**src/rtl/rom_map_pkg.sv**
```systemverilog
// rom_map_pkg: ROM region map, region indices and download FSM state type.
package rom_map_pkg;
    typedef enum logic [1:0] {IDLE, LOAD, HOLD, RUN} dl_state_t;
    localparam int N_REGIONS = 12;
    localparam int RGN_MAIN0  = 0;
    localparam int RGN_MAIN1  = 1;
    localparam int RGN_MAIN2  = 2;
    localparam int RGN_SUB0   = 3;
    localparam int RGN_SUB1   = 4;
    localparam int RGN_SUB2   = 5;
    localparam int RGN_SOUND0 = 6;
    localparam int RGN_SOUND1 = 7;
    localparam int RGN_SOUND2 = 8;
    localparam int RGN_PROM0  = 9;
    localparam int RGN_PROM1  = 10;
    localparam int RGN_PROM2  = 11;
    localparam logic [24:0] REGION_BASE [N_REGIONS] = '{
        25'h00000, 25'h04000, 25'h08000,
        25'h10000, 25'h14000, 25'h18000,
        25'h20000, 25'h24000, 25'h28000,
        25'h2C000, 25'h2C100, 25'h2C200
    };
    localparam logic [24:0] REGION_SIZE [N_REGIONS] = '{
        25'h04000, 25'h04000, 25'h04000,
        25'h04000, 25'h04000, 25'h04000,
        25'h04000, 25'h04000, 25'h04000,
        25'h00100, 25'h00100, 25'h00100
    };
    // One extra bit keeps base+size from wrapping at the top of the address space.
    function automatic logic region_hit(input logic [24:0] addr, input int idx);
        logic [25:0] lo, hi;
        lo = {1'b0, REGION_BASE[idx]};
        hi = lo + {1'b0, REGION_SIZE[idx]};
        return ({1'b0, addr} >= lo) && ({1'b0, addr} < hi);
    endfunction
endpackage

```
**src/rtl/rom_region_decode.sv**
```systemverilog
// rom_region_decode: byte address to one-hot region select, lowest index wins.
module rom_region_decode
    import rom_map_pkg::*;
#(
    parameter int NREG = N_REGIONS
) (
    input  logic [24:0]     i_addr,
    output logic [NREG-1:0] o_cs
);
    always_comb begin
        o_cs = '0;
        for (int i = NREG - 1; i >= 0; i--)
            if (region_hit(i_addr, i)) begin
                o_cs    = '0;
                o_cs[i] = 1'b1;
            end
    end
endmodule

```
**src/rtl/rom_dl_sequencer.sv**
```systemverilog
// rom_dl_sequencer: routes ioctl ROM download bytes to EPROM ports and holds CPUs in reset.
module rom_dl_sequencer
    import rom_map_pkg::*;
#(
    parameter int          NREG        = N_REGIONS,
    parameter logic [7:0]  ROM_INDEX   = 8'd0,
    parameter logic [15:0] HOLD_CYCLES = 16'd256,
    parameter logic [24:0] EXP_BYTES   = 25'h2C000
) (
    input  logic            CLK,
    input  logic            RESET,
    input  logic            ioctl_download,
    input  logic [7:0]      ioctl_index,
    input  logic            ioctl_wr,
    input  logic [24:0]     ioctl_addr,
    input  logic [7:0]      ioctl_dout,
    output logic            dl_wr,
    output logic [19:0]     dl_addr,
    output logic [7:0]      dl_data,
    output logic [NREG-1:0] dl_cs,
    output logic            cpu_reset,
    output logic            load_done,
    output logic            err_unmapped,
    output logic            short_load,
    output logic [24:0]     byte_cnt,
    output logic [15:0]     checksum
);
    dl_state_t       r_state, w_state_nxt;
    logic            r_dl_prev;
    logic [15:0]     r_hold_cnt;
    logic            r_dl_wr;
    logic [19:0]     r_dl_addr;
    logic [7:0]      r_dl_data;
    logic [NREG-1:0] r_dl_cs;
    logic            r_err;
    logic            r_short;
    logic [24:0]     r_byte_cnt;
    logic [15:0]     r_checksum;
    logic [NREG-1:0] w_cs;
    logic            w_start, w_acc, w_hit, w_fall, w_enter;
    logic [24:0]     w_cnt_nxt;

    rom_region_decode #(.NREG(NREG)) u_decode (
        .i_addr (ioctl_addr),
        .o_cs   (w_cs)
    );

    assign w_start   = ioctl_download & ~r_dl_prev & (ioctl_index == ROM_INDEX);
    assign w_acc     = (r_state == LOAD) & ioctl_wr;
    assign w_hit     = w_acc & (|w_cs);
    assign w_fall    = (r_state == LOAD) & ~ioctl_download;
    assign w_enter   = (w_state_nxt == LOAD) & (r_state != LOAD);
    assign w_cnt_nxt = r_byte_cnt + {24'd0, w_hit};

    always_comb begin
        w_state_nxt = r_state;
        case (r_state)
            IDLE:    w_state_nxt = w_start ? LOAD : IDLE;
            LOAD:    w_state_nxt = ioctl_download ? LOAD : HOLD;
            HOLD:    w_state_nxt = (r_hold_cnt == '0) ? RUN : HOLD;
            RUN:     w_state_nxt = w_start ? LOAD : RUN;
            default: w_state_nxt = IDLE;
        endcase
    end

    always_ff @(posedge CLK) begin
        if (RESET) r_state <= IDLE;
        else       r_state <= w_state_nxt;
    end

    // Edge history resets high so a download already active at reset exit cannot start a load.
    always_ff @(posedge CLK) begin
        if (RESET) begin
            r_dl_prev  <= 1'b1;
            r_hold_cnt <= '0;
            r_dl_wr    <= 1'b0;
            r_dl_addr  <= '0;
            r_dl_data  <= '0;
            r_dl_cs    <= '0;
            r_err      <= 1'b0;
            r_short    <= 1'b0;
            r_byte_cnt <= '0;
            r_checksum <= '0;
        end else begin
            r_dl_prev <= ioctl_download;
            r_dl_wr   <= w_hit;
            r_dl_cs   <= w_hit ? w_cs : '0;
            if (w_acc) begin
                r_dl_addr <= ioctl_addr[19:0];
                r_dl_data <= ioctl_dout;
            end
            if (w_enter) begin
                r_err      <= 1'b0;
                r_short    <= 1'b0;
                r_byte_cnt <= '0;
                r_checksum <= '0;
            end else if (w_hit) begin
                r_byte_cnt <= w_cnt_nxt;
                r_checksum <= r_checksum + {8'd0, ioctl_dout};
            end else if (w_acc) begin
                r_err <= 1'b1;
            end
            if (w_fall) begin
                r_hold_cnt <= HOLD_CYCLES - 16'd1;
                r_short    <= w_cnt_nxt < EXP_BYTES;
            end else if (r_state == HOLD && r_hold_cnt != '0) begin
                r_hold_cnt <= r_hold_cnt - 16'd1;
            end
        end
    end

    assign dl_wr        = r_dl_wr;
    assign dl_addr      = r_dl_addr;
    assign dl_data      = r_dl_data;
    assign dl_cs        = r_dl_cs;
    assign cpu_reset    = r_state != RUN;
    assign load_done    = r_state == RUN;
    assign err_unmapped = r_err;
    assign short_load   = r_short;
    assign byte_cnt     = r_byte_cnt;
    assign checksum     = r_checksum;
endmodule

```
**config.mk**
```make
export PLATFORM = sky130hd
export DESIGN_NAME = rom_dl_sequencer
export DESIGN_NICKNAME = d
export VERILOG_FILES = /design/src/rtl/rom_map_pkg.sv /design/src/rtl/rom_region_decode.sv /design/src/rtl/rom_dl_sequencer.sv
export SDC_FILE = /design/constraint.sdc
export NUM_CORES = 1
export LEC_CHECK = 0
export BUFFER_PORTS_ARGS = -buffer_cell sky130_fd_sc_hd__buf_4
export CORE_AREA = 10 10 105 107
export DETAILED_ROUTE_END_ITERATION = 10
export DIE_AREA = 0 0 115 117
export PLACE_DENSITY = 0.82
export SYNTH_ARGS = -nofsm -noshare
export SYNTH_HDL_FRONTEND = slang
export SYNTH_SLANG_ARGS = --single-unit
export TNS_END_PERCENT = 1
```
**constraint.sdc**
```tcl
create_clock -name CLK -period 9.6 [get_ports CLK]
set_input_delay 1.92 -clock CLK [delete_from_list [all_inputs] [get_ports CLK]]
set_output_delay 1.92 -clock CLK [all_outputs]
set_load 0.01 [all_outputs]
```
==> results of run 1 <==
-- stage by stage --
stage               hold slack, ns  utilization, %
finish                       0.460            66.7
CTS                          0.461            66.7
global placement             0.442            64.7
global route                 0.486            66.7
detailed placement           0.447            64.7
floorplan                    0.470               -
-- cells by family after synthesis --
kind of cell / share of synthesized area (%)
xor+xnor: 6.70
simple gates: 24.9
flops: 42.6
compound gates: 18.3
buf+inv: 4.01
fa+ha+maj: 3.52
-- synth_stat cells, types with 2 or more instances --
cell and instances:
a2111oi_0 14, a211oi_1 9, a21o_1 4, a21oi_1 64
a31oi_1 5, and2_1 2, and3_1 6, buf_1 4
buf_2 3, clkbuf_1 22, clkbuf_2 2, dfxtp_1 103
ha_1 12, inv_1 16, nand2_1 93, nand2b_1 7
nand3_1 18, nand4_1 6, nand4b_1 3, nor2_1 42
nor2b_1 5, nor3_1 16, nor3b_1 2, nor4_1 13
o211ai_1 4, o21a_1 4, o21ai_0 13, o21bai_1 2
o31ai_1 10, or2_2 2, or3_1 10, or4_1 17
xnor2_1 34, xor2_1 3
-- routing by layer --
| layer | vias to the layer above | routed length (µm) | global-route usage (%) |
|---|---|---|---|
| met1 | 2223 | 6230 | 26.0 |
| met2 | 212 | 6300 | 32.0 |
| li1 | 2326 | - | - |
| met5 | - | 0 | 0 |
| met4 | 0 | 252 | 7.18 |
| met3 | 21 | 1330 | 5.25 |
-- worst max-delay path by stage --
stage	startpoint	end	slack, ns	depth (start not counted)
5_1_grt	ioctl_addr[10]	byte_cnt[20]$_SDFFE_PP0N_	2.87	13
6_report	ioctl_addr[10]	byte_cnt[20]$_SDFFE_PP0N_	3.20	13
3_5_place_dp	ioctl_addr[10]	byte_cnt[20]$_SDFFE_PP0N_	2.89	13
2_1_floorplan	ioctl_addr[10]	byte_cnt[18]$_SDFFE_PP0N_	4.04	15
4_1_cts	ioctl_addr[10]	byte_cnt[20]$_SDFFE_PP0N_	3.28	13
3_3_place_gp	ioctl_addr[10]	byte_cnt[20]$_SDFFE_PP0N_	3.11	13
-- worst register-to-register path, cell delays in order (launching register included) --
cell and delay, ns:
dfxtp_1 0.43, nor2b_1 0.22, and2_1 0.15, buf_4 0.32
nand3_1 0.60, a21o_1 0.71, inv_1 0.46, ha_1 0.36
ha_1 0.30, and2_1 0.22, nand2_1 0.24, a2111oi_0 0.65
xnor2_1 0.19, nor2_1 0.05
-- sequential cells by signal, summed over array words and instances (netlist names) --
register	cells
byte_cnt	25
checksum	16
dl_data	8
dl_cs	12
dl_addr	20
short_load	1
err_unmapped	1
r_dl_prev	1
r_hold_cnt	16
dl_wr	1
r_state	2
-- cell type report --
type	instances	share of cell area, %
Tap cell	111	2.31
Clock inverter	7	0.936
Multi-Input combinational cell	436	42.9
Inverter	16	0.999
Timing Repair Buffer	132	16.5
Clock buffer	9	2.06
Sequential cell	103	34.3
-- power breakdown --
part / internal (mW) / switching (mW)
logic: 0.0167 / 0.0196
registers: 0.427 / 0.000164
clock network: 0.0970 / 0.158
total: 0.541 / 0.178
==> impl_results.md, run 1 <==
- Clock transition at path regs: 0.10 ns
- Synth warn: 0
- Chip width: 115 µm
- Synth area leader: dfxtp_1
- GP Congestion: 0.845
- R2r endpoint: byte_cnt[20]$_SDFFE_PP0N_
- Worst-Skew Late Latency: 0.37 ns
- Layout cells sized above 1: 21.8%
- Die Height: 117 µm
- Htree depth: 3
- Core ar.: 9020 µm²
- Setup_tns: 0 ns
- Largest net degree at the start of global routing: 47
- Site row count: 35
- # nets final: 756
- Clock skew after layout: 0.0121 ns
- Clock Path Buffers: 2
- Final std cells w/o fill: 814
- HP Class: reg2reg
- IO Port Bufs: 130
- Post-DP HPWL: 10500 µm
- Syn nets: 645
- Register area share after synthesis: 42.6%
- Reg-to-reg slack, setup: 4.56 ns
- Rel. slew slack: between 20% and 30%
- Highest-delay cell along the critical path: a2111oi_0
- CP max stage delay: roughly 0.65 ns
- Crit end category: flip-flop
- First-pass GRT wire length: between 20000 and 25000 µm
- Peak supply drop: around 0.060 mV
- Leakage power: 2.30 nW
- I/O pin count: 131
- WL/cell: between 15 and 20 µm
- Vias in the first global route: 4570
- GRT Total Usage: about 20%
- Commonest non-fill, non-tap cells in the layout: buf_4 (132), dfxtp_1 (103), nand2_1 (93)
- Iteration count of the initial detailed-routing pass: 5
- Post-synth EDFFs: 0
- Synth area leaders: dfxtp_1 (43%), nand2_1 (7.2%), a21oi_1 (6.6%), xnor2_1 (6.2%), nor2_1 (3.3%)
- Clk root buf: clkbuf_8
- Area of the die: 13500 µm²
- Critical path type: in2reg
- Synth Flop Type: dfxtp_1
- Mapped Cells: 587
- Worst path cell trace: buf_4 > or4_1 > or3_1 > or4_4 > a21o_1 > inv_1 > ha_1 > ha_1 > and2_1 > nand2_1 > a2111oi_0 > xnor2_1 > nor2_1
- Initial Utilization: 53.6%
- Setup ws final: 3.20 ns
- Area share of the largest cell type after synthesis: 42.6%
- Worst-Margin Slew: 1.09 ns
- Area after DPL: 5830 µm²
- Crit path launch type: input port
- Via density: roughly 5.9
- Placement Setup Slack: 2.89 ns
- Layout area overhead: 24.3%
- Crit path buf inv count: 2
- R2R depth: 13
- Hold path depth: 2
- Status: complete, no violations
- Power density over the cells: ~120 nW/µm²
- Antenna-violating nets left: 0
- Arrival time at the worst endpoint: between 6 and 7 ns
- Initial antenna violation count: 0
- Grt total ovfl: 0
- Most used cell, CP: ha_1
- CTS tree: done
- Max-slew violations: 0
- Vias: around 4800
- Hold EP: dl_addr[0]$_SDFFE_PP0P_
- Post-cts gate resize count: 0
- Hold-fix buffers, CTS: 0
- Final min period: 6.40 ns
- Post-CTS setup buffers: 0
- CTS Sinks: 103
- Post-Synthesis Cell Area: 4840 µm²
- Mean Syn Cell Area: between 8 and 9 µm²
- Total chip power: 0.719 mW
- Async SR Flop Fraction: 0%
- Fill count: 763
- Fin. Hold Viols: 0
- Post-route DRC: 0
- Area occupied by multi-input gates: 2580 µm²
- FF/Latch Area: 2060 µm²
- TritonCTS Buffers: 9
- FMAX: 156 MHz
- Post-Route WL: approximately 14000 µm
- Synth unique cells: 51
- Unrepaired setup endpoints after global routing: false
- Hold Crit Start: dl_addr[0]$_SDFFE_PP0P_
- N_diodes: 0
- Setup violators final: 0
- Worst EP required: just under 10 ns
- Final period utilization: between 60% and 70%
- Post-route cell area: between 6000 and 7000 µm²
- Cells after DPL: 798
- Top delay family on crit path: simple AND/OR/NAND/NOR gates
- DRT iter0 DRCs: 330
- Seq cells post-synth: around 100
- Leading cell type in the layout, fill and taps excluded: buf_4
- Worst flop-to-flop path startpoint: r_state[0]$_SDFF_PP0_
- Max-cap violations: 0
- Crit path max fanout: 34
No activity file was read; power rests on OpenSTA's default activity.
==> run 2, diff against run 1 <==
- ABC_AREA: unset -> 1
- CORE_AREA: 10 10 105 107 -> 10 10 113 115
- DIE_AREA: 0 0 115 117 -> 0 0 123 125
- PLACE_DENSITY: 0.82 -> 0.79
- clock period: 9.6 -> 6.14 ns (I/O delays scaled with it)
==> impl_results.md, run 2 <==
- Status: complete, no violations
- Post-synth EDFFs: 0 (unchanged)
- Synth area leader: dfxtp_1
- Hold path depth: 2 (unchanged)
- Leakage power: 2.91 nW (+27%)
- Iteration count of the initial detailed-routing pass: 4 (-1)
- Synth warn: 0 (unchanged)
- Rel. slew slack: 38.9% (+12 points)
- GP Congestion: 0.922 (+9.2%)
- Seq cells post-synth: 103 (unchanged)
- GRT Total Usage: 19.8% (-0.45 points)
- Initial Utilization: 52.4% (-1.3 points)
- Async SR Flop Fraction: 0% (unchanged)
- Fin. Hold Viols: 0 (unchanged)
- Clock transition at path regs: 0.11 ns (about the same)
- Crit end category: flip-flop
- HP Class: reg2reg
- Worst hold slack: 0.472 ns (+0.0124 ns)
- Via density: 5.14 (-13%)
- Largest net degree at the start of global routing: 78 (+66%)
- Worst-Margin Slew: 0.915 ns (-0.175 ns)
- Arrival time at the worst endpoint: 4.66 ns (-1.96 ns)
- Count leader, synth: nand2_1
- Unrepaired setup endpoints after global routing: false
- Final period utilization: 70.4%
- Vias in the first global route: 5240 (+15%)
- Htree depth: 3 (unchanged)
- Leading cell type in the layout, fill and taps excluded: nand2_1
- Worst-Skew Late Latency: 0.38 ns (about the same)
- Clock Path Buffers: 2 (unchanged)
- DRT iter0 DRCs: 341 (+3.3%)
- Post-DP HPWL: 11300 µm (+7.4%)
- FMAX: 231 MHz
- Hold EP: dl_addr[19]$_SDFFE_PP0P_
- Clk root buf: clkbuf_8
- Crit path launch type: input port
- CTS tree: done
- Hold-fix buffers, CTS: 0 (unchanged)
- Clock skew after layout: 0.0116 ns (-0.000459 ns)
- Crit path max fanout: 43 (+26%)
- Grt total ovfl: 0 (unchanged)
- Setup violators final: 0 (unchanged)
- Post-route DRC: 0 (unchanged)
- Peak supply drop: 0.177 mV (+200%)
- Largest register FFs: 25 (unchanged)
- Max-cap violations: 0 (unchanged)
- WL/cell: 13.9 µm (-20%)
- Chip width: 123 µm (+7.0%)
- Antenna-violating nets left: 0 (unchanged)
- First-pass GRT wire length: 25400 µm (+13%)
- Synth Flop Type: dfxtp_1
- Setup_tns: 0 ns (unchanged)
- # nets final: 1000 (+32%)
- Area share of the largest cell type after synthesis: 37.1% (-5.5 points)
- Site row count: 38 (+8.6%)
- Mean Syn Cell Area: 6.70 µm² (-19%)
- Post-CTS setup buffers: 0 (unchanged)
- Core ar.: 10600 µm² (+18%)
- Die Height: 125 µm (+6.8%)
- Layout area overhead: 21.3%
- Post-Route WL: 15200 µm (+7.4%)
- Vias: 5585 (+17%)
- CTS Sinks: 103 (unchanged)
- Most instantiated cells after synthesis: nand2_1 (232), nor2_1 (126), dfxtp_1 (103)
- Mapped Cells: 829 (+41%)
- TritonCTS Buffers: 9 (unchanged)
- Post-Synthesis Cell Area: 5550 µm² (+15%)
- Critical path type: in2reg
- Commonest non-fill, non-tap cells in the layout: nand2_1 (232), buf_4 (132), nor2_1 (126)
- Initial antenna violation count: 0 (unchanged)
- Synth unique cells: 34 (-33%)
- Final min period: 4.32 ns
- Syn nets: 887 (+38%)
- Area of the die: 15400 µm² (+14%)
- Reg-to-reg slack, setup: 2.65 ns (-1.91 ns)
- Synth area leaders: dfxtp_1 (37%), nand2_1 (16%), nor2_1 (8.5%), a21oi_1 (6.3%), nand3_1 (6.0%)
- I/O pin count: 131 (unchanged)
- Max-slew violations: 0 (unchanged)
- Power density over the cells: 273 nW/µm² (+130%)
- R2R depth: 17 (+4)
- Hold Crit Start: dl_addr[19]$_SDFFE_PP0P_
- Worst flop-to-flop path startpoint: r_state[0]$_SDFF_PP0_
- IO Port Bufs: 130 (unchanged)
- Post-cts gate resize count: 0 (unchanged)
- R2r endpoint: short_load$_SDFFE_PP0P_
- Register area share after synthesis: 37.1% (-5.5 points)
- N_diodes: 0 (unchanged)
- Worst EP required: 6.48 ns (-3.34 ns)
- Layout cells sized above 1: 17.3% (-4.4 points)
-- run 2: cell types whose count changed after synthesis, sizes merged, moves of 15 or more --
cell	change
nand2	+142
nor2	+93
nand3	+50
inv	+45
xnor2	-19
nand3b	+18
or4	-18
xor2	+15
-- run 2: stage by stage --
step	total power [mW]	area, µm²	instances	util [%]	setup WS, ns
global placement	1.44	6560	1071	61.9	1.57
floorplan	1.28	5550	829	-	2.50
global route	1.97	6740	1087	63.5	1.30
detailed placement	1.45	6560	1071	61.9	1.47
CTS	1.85	6740	1087	63.5	1.86
finish	1.84	6740	1087	63.5	1.82
-- run 2: final cells by class --
class                   instances  area (µm²)
clock buffers                  11         131
fillers                      1043        3870
inverters                      62         235
repair buffers                132         991
well taps                     140         175
multi-input cells             634        3100
flip-flops and latches        103        2060
clock inverters                 5        42.5
-- run 2: critical path, stage by stage --
cell,delay [ns]
buf_4,0.11
nor2_1,0.19
nand2_2,0.12
nor2_2,0.18
nand3_1,0.12
nand3_1,0.11
inv_2,0.05
nand3_4,0.37
nand2_4,0.29
inv_4,0.27
ha_1,0.25
ha_1,0.29
nand3_1,0.17
inv_1,0.12
nand2_1,0.11
nor2_1,0.14
xnor2_1,0.15
a21oi_1,0.09
nor2_1,0.11
nand3_1,0.07
nand2_1,0.07
-- run 2: worst max path at each step --
| stage | from | endpoint | slack [ns] | depth (start not counted) |
|---|---|---|---|---|
| after floorplan | ioctl_addr[21] | short_load$_SDFFE_PP0P_ | 2.50 | 21 |
| after global placement | ioctl_addr[21] | short_load$_SDFFE_PP0P_ | 1.57 | 21 |
| after detailed placement | ioctl_addr[21] | short_load$_SDFFE_PP0P_ | 1.47 | 21 |
| after CTS | ioctl_addr[21] | short_load$_SDFFE_PP0P_ | 1.86 | 21 |
| after global routing | ioctl_addr[21] | short_load$_SDFFE_PP0P_ | 1.30 | 24 |
| final | ioctl_addr[21] | short_load$_SDFFE_PP0P_ | 1.82 | 21 |
-- run 2: power breakdown --
group          internal [mW]  switching [mW]  leakage (nW)
clock network          0.152           0.251        0.0781
registers              0.732          0.0548         0.832
logic                  0.251           0.398          2.00
total                   1.13           0.703          2.91
-- run 2: kinds of logic after synthesis --
| logic type | synth area share [%] |
|---|---|
| AOI/OAI and AO/OA | 9.30 |
| xor gates and xnor gates | 5.20 |
| adders and majority gates | 3.06 |
| buffers and inverters | 7.10 |
| DFF | 37.1 |
| and+or+nand+nor | 38.2 |
-- run 2: metal layers --
metal,routed length (µm),track usage [%],part of all wire [%]
met5,0,0,0
met4,221,6.37,1.5
met3,1130,6.62,7.5
met2,6920,30.6,46
met1,6890,25.3,45
==> run 3, diff against run 2 <==
- clock period: 6.14 -> 4.5 ns (I/O delays scaled with it)
==> impl_results.md, run 3 (synthesis results as in run 2) <==
- Post-CTS setup buffers: 0 (unchanged)
- First-pass GRT wire length: 25900 µm (+2.0%)
- Met3 Routed Length: 1280 µm (+13%)
- Clock transition at path regs: 0.11 ns (about the same)
- Highest-delay cell along the critical path: ha_1
- Worst EP required: 4.85 ns (-1.63 ns)
- Final period utilization: 80.5%
- Vias: 5654 (+1.2%)
- Post-cts gate resize count: 0 (unchanged)
- Clock skew after layout: 0.00791 ns (-0.00370 ns)
- Htree depth: 3 (unchanged)
- TritonCTS Buffers: 9 (unchanged)
- R2r endpoint: short_load$_SDFFE_PP0P_
- Crit path launch type: input port
- DRT iter0 DRCs: 355 (+4.1%)
- Max-slew violations: 0 (unchanged)
- Layout cells sized above 1: 17.7% (+0.38 points)
- Final core utilization: 63.9% (+0.38 points)
- CTS tree: done
- Fin. Hold Viols: 0 (unchanged)
- Crit path max fanout: 22 (-49%)
- N_diodes: 0 (unchanged)
- Vias in the first global route: 5401 (+3.1%)
- Clock Path Buffers: 2 (unchanged)
- GP Congestion: 0.926 (+0.48%)
- Post-DP HPWL: 11300 µm (-0.22%)
- Via density: 5.19 (+1.0%)
- Setup violators final: 0 (unchanged)
- Core ar.: 10600 µm² (unchanged)
- Most used cell, CP: nand3_1
- CP max stage delay: 0.30 ns (-0.07 ns)
- Hold EP: dl_addr[6]$_SDFFE_PP0P_
- I/O pin count: 131 (unchanged)
- R2R depth: 17 (unchanged)
- Worst-Skew Late Latency: 0.40 ns (+0.02 ns)
- Clk root buf: clkbuf_8
- Arrival time at the worst endpoint: 3.97 ns (-0.69 ns)
- Initial Utilization: 52.4% (unchanged)
- Commonest non-fill, non-tap cells in the layout: nand2_1 (232), buf_4 (134), nor2_1 (126)
- Iteration count of the initial detailed-routing pass: 4 (unchanged)
- Chip width: 123 µm (unchanged)
- Grt total ovfl: 0 (unchanged)
- Routed met1 length: 6960 µm (+1.1%)
- WL met2: 7100 µm (+2.6%)
- Cells after DPL: 1073 (+0.19%)
- Final std cells w/o fill: 1089 (+0.18%)
- Final min period: 3.62 ns
- Leakage power: 2.94 nW (+0.97%)
- Worst-Margin Slew: 0.793 ns (-0.122 ns)
- Critical path type: in2reg
- GRT Total Usage: 20.2% (+0.40 points)
- Worst path cell trace: buf_4 > nor2_1 > nand2_2 > nor2_2 > nand3_1 > nand3_1 > inv_2 > nand3_4 > nand2_4 > inv_4 > ha_1 > ha_1 > nand3_1 > inv_1 > nand2_1 > nor2_1 > xnor2_1 > a21oi_1 > nor2_1 > nand3_1 > nand2_1
- Worst flop-to-flop path startpoint: r_state[0]$_SDFF_PP0_
- HP Class: reg2reg
- Status: complete, no violations
- Site row count: 38 (unchanged)
- Hold path depth: 2 (unchanged)
- Post-route DRC: 0 (unchanged)
- IO Port Bufs: 130 (unchanged)
- Leading cell type in the layout, fill and taps excluded: nand2_1
- Largest register FFs: 25 (unchanged)
- Max-cap violations: 0 (unchanged)
- Largest net degree at the start of global routing: 78 (unchanged)
- Crit path buf inv count: 4 (unchanged)
- Area of the die: 15400 µm² (unchanged)
- Antenna-violating nets left: 0 (unchanged)
- Reg-to-reg slack, setup: 1.65 ns (-1.00 ns)
- Hold Crit Start: dl_addr[6]$_SDFFE_PP0P_
- Hold-fix buffers, CTS: 0 (unchanged)
- FMAX: 276 MHz
- WL/cell: 14.3 µm (+2.9%)
- DR top layer: met4
- Crit end category: flip-flop
- Layout area overhead: 22.0%
- Die Height: 125 µm (unchanged)
- Post-Route WL: 15600 µm (+3.1%)
- Top delay family on crit path: simple AND/OR/NAND/NOR gates
- CTS Sinks: 103 (unchanged)
- Placement Setup Slack: 0.501 ns (-0.968 ns)
- Rel. slew slack: 47.1% (+8.3 points)
- Worst hold slack: 0.472 ns (+0.0000420 ns)
- Peak supply drop: 0.261 mV (+47%)
- Initial antenna violation count: 0 (unchanged)
- Setup ws final: 0.877 ns (-0.939 ns)
- Power density over the cells: 377 nW/µm² (+38%)
- Setup_tns: 0 ns (unchanged)
- # nets final: 1002 (+0.20%)
- Unrepaired setup endpoints after global routing: false
[run 3: changes by cell type in the layout (fill, tap and decap cells not counted), sizes merged]
cell,previous run,this run
buf,132,134
clkinvlp,3,1
clkinv,0,2
clkbuf,11,9
inv,64,66
[run 3: how the worst max path moves through the flow]
| stage | from | end | depth (start not counted) |
|---|---|---|---|
| after detailed placement | ioctl_addr[23] | short_load$_SDFFE_PP0P_ | 21 |
| after CTS | ioctl_addr[23] | short_load$_SDFFE_PP0P_ | 21 |
| after floorplan | ioctl_addr[21] | short_load$_SDFFE_PP0P_ | 21 |
| after global routing | ioctl_addr[23] | short_load$_SDFFE_PP0P_ | 24 |
| final | ioctl_addr[23] | short_load$_SDFFE_PP0P_ | 21 |
| after global placement | ioctl_addr[21] | short_load$_SDFFE_PP0P_ | 21 |
[run 3: final cells by class]
| class | count | area [µm²] |
|---|---|---|
| clock inverter | 7 | 75.1 |
| multi-input combinational | 634 | 3100 |
| clock buffer | 9 | 124 |
| sequential | 103 | 2060 |
| timing repair buffer | 134 | 1010 |
| tap | 140 | 175 |
| inverter | 62 | 235 |
| fill | 1003 | 3830 |
[run 3: stage by stage]
stage | total power, mW | cell area, µm²
2_1_floorplan | 1.75 | 5550
3_3_place_gp | 1.96 | 6580
3_5_place_dp | 1.98 | 6580
4_1_cts | 2.56 | 6780
5_1_grt | 2.73 | 6780
6_report | 2.55 | 6780
[run 3: tightest hold or removal path, stage by stage, from the launching register on]
cell and delay, ns:
dfxtp_1 0.32, nand2_1 0.06, a21oi_1 0.05
[run 3: routing by layer]
layer  GRT usage, %  vias up
met2           31.2      182
li1               -     2911
met1           25.7     2543
met5              0        -
met3           6.44       18
met4           7.27        0
[run 3: power breakdown]
part	internal, mW	total, mW	leakage, nW	switching (mW)
Sequential	0.999	1.07	0.832	0.0760
Clock	0.218	0.593	0.0968	0.374
Combinational	0.344	0.887	2.01	0.543
